## config.mk

```make
export PLATFORM = sky130hd
export DESIGN_NAME = rsc_encoder
export DESIGN_NICKNAME = d
export VERILOG_FILES = /design/src/rtl/turbo_pkg.sv /design/src/rtl/rsc_step.sv /design/src/rtl/rsc_encoder.sv
export SDC_FILE = /design/constraint.sdc
export NUM_CORES = 1
export LEC_CHECK = 0
export ABC_AREA = 1
export CAP_MARGIN = 0
export CORE_MARGIN = 2
export CORE_UTILIZATION = 49
export CTS_BUF_LIST = sky130_fd_sc_hd__clkbuf_4 sky130_fd_sc_hd__clkbuf_8 sky130_fd_sc_hd__clkbuf_16
export CTS_CLUSTER_DIAMETER = 80
export DETAILED_ROUTE_END_ITERATION = 6
export GPL_ROUTABILITY_DRIVEN = 0
export MAX_ROUTING_LAYER = met4
export PLACE_DENSITY_LB_ADDON = 0.05
export SLEW_MARGIN = 20
export SYNTH_ARGS = -nofsm -noshare
export SYNTH_HDL_FRONTEND = slang
export SYNTH_SLANG_ARGS = --single-unit
```

## constraint.sdc

```tcl
create_clock -name clk_p_i -period 1.7 [get_ports clk_p_i]
set_input_delay 0.34 -clock clk_p_i [delete_from_list [all_inputs] [get_ports clk_p_i]]
set_output_delay 0.34 -clock clk_p_i [all_outputs]
set_load 0.005 [all_outputs]
```

## src/rtl/turbo_pkg.sv

```systemverilog
// Shared turbo-code definitions used by the RSC encoder and the decoder.
//   BLOCK_SIZE  : default information bits per block
//   trellis_t   : 2-bit constituent-code trellis state {s[1], s[0]}
//   enc_state_t : encoder block-sequencing states (DATA, TAIL)
//   rsc_next    : one trellis step, returns {parity, next_state}
package turbo_pkg;

  localparam int unsigned BLOCK_SIZE = 21;

  typedef logic [1:0] trellis_t;

  typedef enum logic {
    DATA = 1'b0,
    TAIL = 1'b1
  } enc_state_t;

  // Feedback a = u ^ s[0]; parity equals the feedback bit; shift it in at the top.
  function automatic logic [2:0] rsc_next(input trellis_t s, input logic u);
    logic a;
    a = u ^ s[0];
    return {a, a, s[1]};
  endfunction

endpackage

```

## src/rtl/rsc_step.sv

```systemverilog
// Combinational single trellis step of the recursive systematic code.
//   s      : current trellis state
//   u      : input bit (information bit, or s[0] when terminating)
//   p      : parity bit for this step
//   s_next : trellis state after this step
module rsc_step
  import turbo_pkg::*;
(
  input  trellis_t s,
  input  logic     u,
  output logic     p,
  output trellis_t s_next
);

  always_comb begin
    {p, s_next} = rsc_next(s, u);
  end

endmodule

```

## src/rtl/rsc_encoder.sv

```systemverilog
// Recursive systematic convolutional encoder with trellis termination.
// Each accepted information bit produces one {sys, par} symbol one cycle
// later; after BLOCK_SIZE bits two tail symbols drive the trellis back to 0.
//   clk_p_i     : clock
//   reset_n_i   : synchronous active-low reset
//   in_valid_i  : information bit valid
//   in_bit_i    : information bit
//   in_ready_o  : encoder accepts a bit this cycle
//   out_valid_o : output symbol valid
//   out_ready_i : downstream consumes the symbol
//   sys_o       : systematic bit
//   par_o       : parity bit
//   tail_o      : symbol is a termination symbol
//   last_o      : symbol is the final symbol of the block
module rsc_encoder
  import turbo_pkg::*;
#(
  parameter int unsigned BLOCK_SIZE = turbo_pkg::BLOCK_SIZE
) (
  input  logic clk_p_i,
  input  logic reset_n_i,
  input  logic in_valid_i,
  input  logic in_bit_i,
  output logic in_ready_o,
  output logic out_valid_o,
  input  logic out_ready_i,
  output logic sys_o,
  output logic par_o,
  output logic tail_o,
  output logic last_o
);

  localparam int unsigned CNT_W = $clog2(BLOCK_SIZE + 2);
  localparam logic [CNT_W-1:0] LAST_DATA = CNT_W'(BLOCK_SIZE - 1);
  localparam logic [CNT_W-1:0] LAST_TAIL = CNT_W'(BLOCK_SIZE + 1);

  enc_state_t       fsm, fsm_n;
  trellis_t         s, s_n;
  logic [CNT_W-1:0] cnt, cnt_n;
  logic             valid_n, sys_n, par_n, tail_n, last_n;

  logic     free;
  logic     accept;
  logic     step_u;
  logic     step_p;
  trellis_t step_s;

  // Output register may be (re)loaded when empty or being consumed.
  assign free       = !out_valid_o || out_ready_i;
  assign in_ready_o = reset_n_i && (fsm == DATA) && free;
  assign accept     = in_valid_i && in_ready_o;

  // Tail steps feed u = s[0] so the feedback is zero and the state drains.
  assign step_u = (fsm == TAIL) ? s[0] : in_bit_i;

  rsc_step u_step (
    .s      (s),
    .u      (step_u),
    .p      (step_p),
    .s_next (step_s)
  );

  always_comb begin
    fsm_n   = fsm;
    s_n     = s;
    cnt_n   = cnt;
    valid_n = out_valid_o;
    sys_n   = sys_o;
    par_n   = par_o;
    tail_n  = tail_o;
    last_n  = last_o;

    unique case (fsm)
      DATA: begin
        if (accept) begin
          valid_n = 1'b1;
          sys_n   = in_bit_i;
          par_n   = step_p;
          tail_n  = 1'b0;
          last_n  = 1'b0;
          s_n     = step_s;
          cnt_n   = cnt + CNT_W'(1);
          if (cnt == LAST_DATA) begin
            fsm_n = TAIL;
          end
        end else if (out_ready_i) begin
          valid_n = 1'b0;
        end
      end
      TAIL: begin
        if (free) begin
          valid_n = 1'b1;
          sys_n   = s[0];
          par_n   = step_p;
          tail_n  = 1'b1;
          last_n  = (cnt == LAST_TAIL);
          s_n     = step_s;
          if (cnt == LAST_TAIL) begin
            fsm_n = DATA;
            cnt_n = '0;
            s_n   = '0;
          end else begin
            cnt_n = cnt + CNT_W'(1);
          end
        end
      end
      default: begin
        fsm_n = DATA;
      end
    endcase
  end

  always_ff @(posedge clk_p_i) begin
    if (!reset_n_i) begin
      fsm         <= DATA;
      s           <= '0;
      cnt         <= '0;
      out_valid_o <= 1'b0;
      sys_o       <= 1'b0;
      par_o       <= 1'b0;
      tail_o      <= 1'b0;
      last_o      <= 1'b0;
    end else begin
      fsm         <= fsm_n;
      s           <= s_n;
      cnt         <= cnt_n;
      out_valid_o <= valid_n;
      sys_o       <= sys_n;
      par_o       <= par_n;
      tail_o      <= tail_n;
      last_o      <= last_n;
    end
  end

endmodule
```

==> results.txt <==
Syn Nets: 98
nets@finish: 118
row cnt: 13
Crit Path Class: primary input to output port
Initial Util: 51.51%
Worst Path Max Fanout: 2
Post-DRT Antenna Nets: 0
pwr/cell area: 720.9 nW/um^2
Clk Latency, worst-skew pair: 0.27 ns
RSZ-0062 raised after global routing: false
max_slew headroom: 83.34%
peak supply drop: 419.4 uV
Min-Delay Endpoint: tail_o
R2R setup slack: 0.34 ns
Die Wd: 40.76 um
Max Slew Vio Count: 0
final setup violating endpoints: 0
R2R Path Start: cnt[0]
worst hold stages: 2
GR Util All Layers: 19.19%
Worst Tran Pin Value: 0.2492 ns
cts hold-fix bufs: 0
DR vias: 626
post-CTS setup buffer count: 0
Arr. time, crit path: 1.24 ns
PostCTS Resize Cnt: 1
area occupied by multi-input gates: 352.8 sq um
most frequent cells in the layout: 18 x nand2_1, 16 x nand3_1, 13 x dfxtp_1
Hold Startpoint: tail_o
fin util: 65.63%
H-tree levels: 1
Max Clk Rate: 0.6327 GHz
Period Utilization, post-route: 92.97%
Max-Cap Viols: 0
vias in the first global route: 457
status: finished, final reports clean
TritonCTS Buffers: 3
clk sinks: 13
Pleak: 0.0003492 uW
Final Hold Viols: 0
Hold Path Class: flip-flop to flip-flop
CTS tree: done
clk slew on worst S/H paths: 0.08 ns
Synth Register Bits: 13
Post-Route WL: 1.288 mm
port buffer count: 10
Die Y: 40.76 um
crit end category: output port
largest net degree at the start of global routing: 13
maximum clock insertion buffer count: 2
vias per cell: 5.048
Fill cells: 118
DIE AREA: 1661 sq um
crit path time final: 1.580 ns
mapped cell area: 661.9 sq um
most common cell after layout, fill and taps aside: nand2_1
Worst setup SP type: primary input
Reg2Reg Depth: 9
Register Area: 260.3 sq um
R2R Path End: cnt[2]
diodes inserted: 0
Initial DRT Pass Iterations: 7
Post-Synthesis Cells: 90
Area Overhead vs Synth: 27.41%
Mean Syn Cell Area: 7.354 sq um
core box area: 1285 sq um
initial DRC count: 12
Root Buffer: clkbuf_4
I/O pin count: 11
Worst EP required: 1.36 ns
total gr overflow: 0
TNS Setup: 0 ns
Synth cell types: 18
Final HPWL DP: 966.3 um
final instance area: 843.3 sq um
post-placement cell area: 814.5 sq um
final hold slack: 0.4688 ns
per-cell routed wire length: 10.39 um
share of layout cells above drive strength 1: 14.68%
drc violations: 0
first-pass GRT wire length: 1.918 mm
sequential cell area fraction in the yosys report: 39.32%
synth warn: 0
Worst Skew: 0.002600 ns
initial antenna violation count: 0
==> sequential cells by signal, indices dropped and copies added (netlist names) <==
register,cells
out_valid_o,1
sys_o,1
tail_o,1
fsm,1
par_o,1
s,2
last_o,1
cnt,5
==> layer usage <==
metal  GRT usage (%)  vias up  wire, um
li1                -      335         -
met1           24.34      275       626
met2           26.59       12       588
met3           6.522        4        55
met4           10.00        0        17
met5               -        -         0
==> power breakdown <==
part           switching [uW]  total, uW  internal, uW
Sequential               7.52        322           315
Combinational            36.3       76.4          40.1
Clock                     103        209           107
==> layout make-up <==
cell class	count	area share [%]
inverters	10	4.451
flip-flops and latches	13	30.86
repair buffers	16	17.06
clock buffers	4	3.561
multi-input cells	66	41.84
well taps	15	2.226
==> metrics by stage <==
| step | power (uW) | std cells | worst slack [ns] |
|---|---|---|---|
| floorplan | 369.1 | 90 | 0.5337 |
| global placement | 406.1 | 120 | -0.1468 |
| detailed placement | 407.4 | 120 | -0.1522 |
| CTS | 612.8 | 124 | 0.1152 |
| global route | 642.3 | 124 | 0.04443 |
| finish | 608.0 | 124 | 0.1196 |
==> logic make-up (layout without fill, tap and decap cells) <==
group                      count (synthesis)  in the layout  share of synthesized area (%)
and+or+nand+nor                           50             50                          37.62
AOI/OAI and AO/OA                         13             13                          10.02
DFF                                       13             13                          39.32
buffers and inverters                     11             30                          7.371
adders and majority gates                  3              3                          5.672
==> how the worst max path moves through the flow <==
stage           startpoint          to  slack, ns  depth (start not counted)
6_report       out_ready_i  in_ready_o       0.12                          5
4_1_cts        out_ready_i  in_ready_o       0.12                          5
3_3_place_gp   out_ready_i  in_ready_o      -0.15                          5
5_1_grt        out_ready_i  in_ready_o       0.04                          5
3_5_place_dp   out_ready_i  in_ready_o      -0.15                          5
2_1_floorplan       cnt[0]      cnt[2]       0.53                          9
==> critical path, stage by stage <==
cell and delay (ns):
clkdlybuf4s50_1 0.45, inv_1 0.03, nand2_1 0.06, and3_1 0.13, dlygate4sd2_1 0.22
==> synth_stat cells <==
cell type | number | share of area, %
inv_1 | 9 | 5.1
a31oi_1 | 1 | 0.95
buf_6 | 1 | 1.7
nand4_1 | 2 | 1.9
nor2_1 | 8 | 4.5
dfxtp_1 | 13 | 39
nor2_4 | 1 | 1.7
o21ai_0 | 2 | 1.5
nand2_1 | 18 | 10
nand3_1 | 16 | 12
ha_1 | 3 | 5.7
nand2_4 | 1 | 1.7
nand3_4 | 1 | 2.6
or2_2 | 1 | 0.95
a21oi_1 | 10 | 7.6
inv_2 | 1 | 0.57
nand2_2 | 1 | 0.95
and3_1 | 1 | 0.95
(Power assumes the default switching activity.)
==> edit, RTL diff (config.mk and constraints unchanged) <==
Make the reset (`reset_n_i`) asynchronous in one clocked block. Comments in the files are not updated.
--- a/src/rtl/rsc_encoder.sv
+++ b/src/rtl/rsc_encoder.sv
@@ -111,5 +111,5 @@
   end
 
-  always_ff @(posedge clk_p_i) begin
+  always_ff @(posedge clk_p_i or negedge reset_n_i) begin
     if (!reset_n_i) begin
       fsm         <= DATA;
Check against the original RTL: differs if reset_n_i is asserted again (counterexample within 4 cycles, from zero or initial values and one cycle with reset_n_i low); with reset_n_i held inactive, the same outputs for 10 cycles.
==> edit against the original RTL <==
- cell area increased by 3.1%
- area after synthesis is 7.2% higher
- fmax up 3.8%
- setup slack improved by 0.057 ns
- critical endpoint unchanged
- wire length down 3.1%
- sequential cell count is the same
- die area increased by 6.5%
- critical path depth up 1
- count of clock-buffer cells in the layout stayed put
Power is not compared: it rests on default switching activity, and its combinational part moved more than twofold at a synthesized area within 25%.
==> edit: results (changes against the original RTL) <==
status: "finished, final reports clean"  # unchanged
critPathSlowestCell: "clkdlybuf4s50_1"  # unchanged
skew_ns: 0.001929  # was 0.002600 ns
seq_area_frac_synth_pct: 45.86  # was 39.32%
dp_cells: 109  # was 120
synth_fa_ha_area_share_pct: 5.291  # was 5.671%
synth_compound_area_share_pct: 9.347  # was 10.02%
grt_pass1_vias: 553  # was 457
grt_max_degree: 15  # was 13
synth-xor-area-share_pct: 1.235  # was 0%
max_slew_margin_pct: 80.85  # was 83.34%
dp_hpwl_um: 925.8  # was 966.3 um
vias: 572  # was 626
synth-async-reset-ratio_pct: 100.0  # was 0%
grtUsageTotal_pct: 17.15  # was 19.19%
drive_gt1_share_pct: 21.43  # was 14.68%
cp_max_fo: 2  # unchanged
grt_pass1_wl_um: 2297  # was 1918 um
hold_path_class: "primary input to async pin"  # was register to register
syn_inst: 82  # was 90
syn_nets: 90  # was 98
cts_inserted_buffers: 3  # unchanged
place_ws_ns: -0.2212  # was -0.1522 ns
ys_types: 21  # was 18
drt_first_iter_violations: 11  # was 12
fillers: 119  # was 118
place_area_um2: 839.6  # was 814.5 um^2
ys_dominant_reg_cell: "dfrtp_1"  # was dfxtp_1
wl_um: 1248  # was 1288 um
vias_per_cell: 5.062  # was 5.048
p_leak_nw: 0.4520
synth_area_leaders: "dfrtp_1 (46%), nand2_1 (14%), ha_1 (5.3%)"  # was dfxtp_1 (39%), nand3_1 (12%), nand2_1 (10%)
synthTopCellsByCount: "nand2_1 (26), dfrtp_1 (13), inv_1 (9)"  # was nand2_1 (18), nand3_1 (16), dfxtp_1 (13)
arrival_ns: 1.18  # was 1.24 ns
## edit: cell families (layout without fill, tap and decap cells)
kind of cell,count (synthesis),count (layout)
fa+ha+maj,3,3
xor+xnor,1,1
buf+inv,12,28
compound gates,10,10
simple gates,43,43
flops,13,13
## edit: path summary, 6_finish.rpt
kind                                    to  slack (ns)  depth (start not counted)        start
worst max-delay path            in_ready_o        0.18                          6  out_ready_i
worst min-delay path                cnt[4]        0.41                          2    reset_n_i
worst max register to register        s[0]        0.31                          6       cnt[0]
worst min register to register       par_o        0.48                          2        par_o
max in group asynchronous            par_o        1.13                          2    reset_n_i
min in group clk_p_i                 par_o        0.48                          2        par_o
## edit: area by class of cell
| type | instances | area (um^2) | share of cell area [%] |
|---|---|---|---|
| sequential | 13 | 325.3 | 37.41 |
| multi-input combinational | 57 | 330.3 | 37.99 |
| inverter | 10 | 40.04 | 4.604 |
| timing repair buffer | 14 | 125.1 | 14.39 |
| tap | 15 | 18.77 | 2.158 |
| clock buffer | 4 | 30.03 | 3.453 |
## edit: per-layer routing
metal	part of all wire [%]	global-route usage, %	vias up
met5	0	-	-
met4	0.88	5.625	0
met3	2.8	4.310	2
met2	45	25.94	7
met1	51	22.71	265
li1	-	-	298
## edit: power by group
part / total (mW) / switching (mW) / internal [mW]
registers: 0.498 / 0.101 / 0.396
clock network: 0.200 / 0.0932 / 0.107
logic: 0.318 / 0.164 / 0.154
total: 1.02 / 0.358 / 0.657
## edit: what timing repair did
item	in CTS	in global routing
pin swaps	0	0
gates resized for setup	1	3
endpoints found under the setup margin	1	1
gates cloned	0	0
## edit: worst reg2reg max path: cells and delay by family (launching register included)
kind / cells / cell delay [ns]
AND/OR/NAND/NOR: 4 / 0.59
flip-flops: 1 / 0.43
adder cells (fa/ha/maj): 1 / 0.16
buffers and inverters: 1 / 0.12
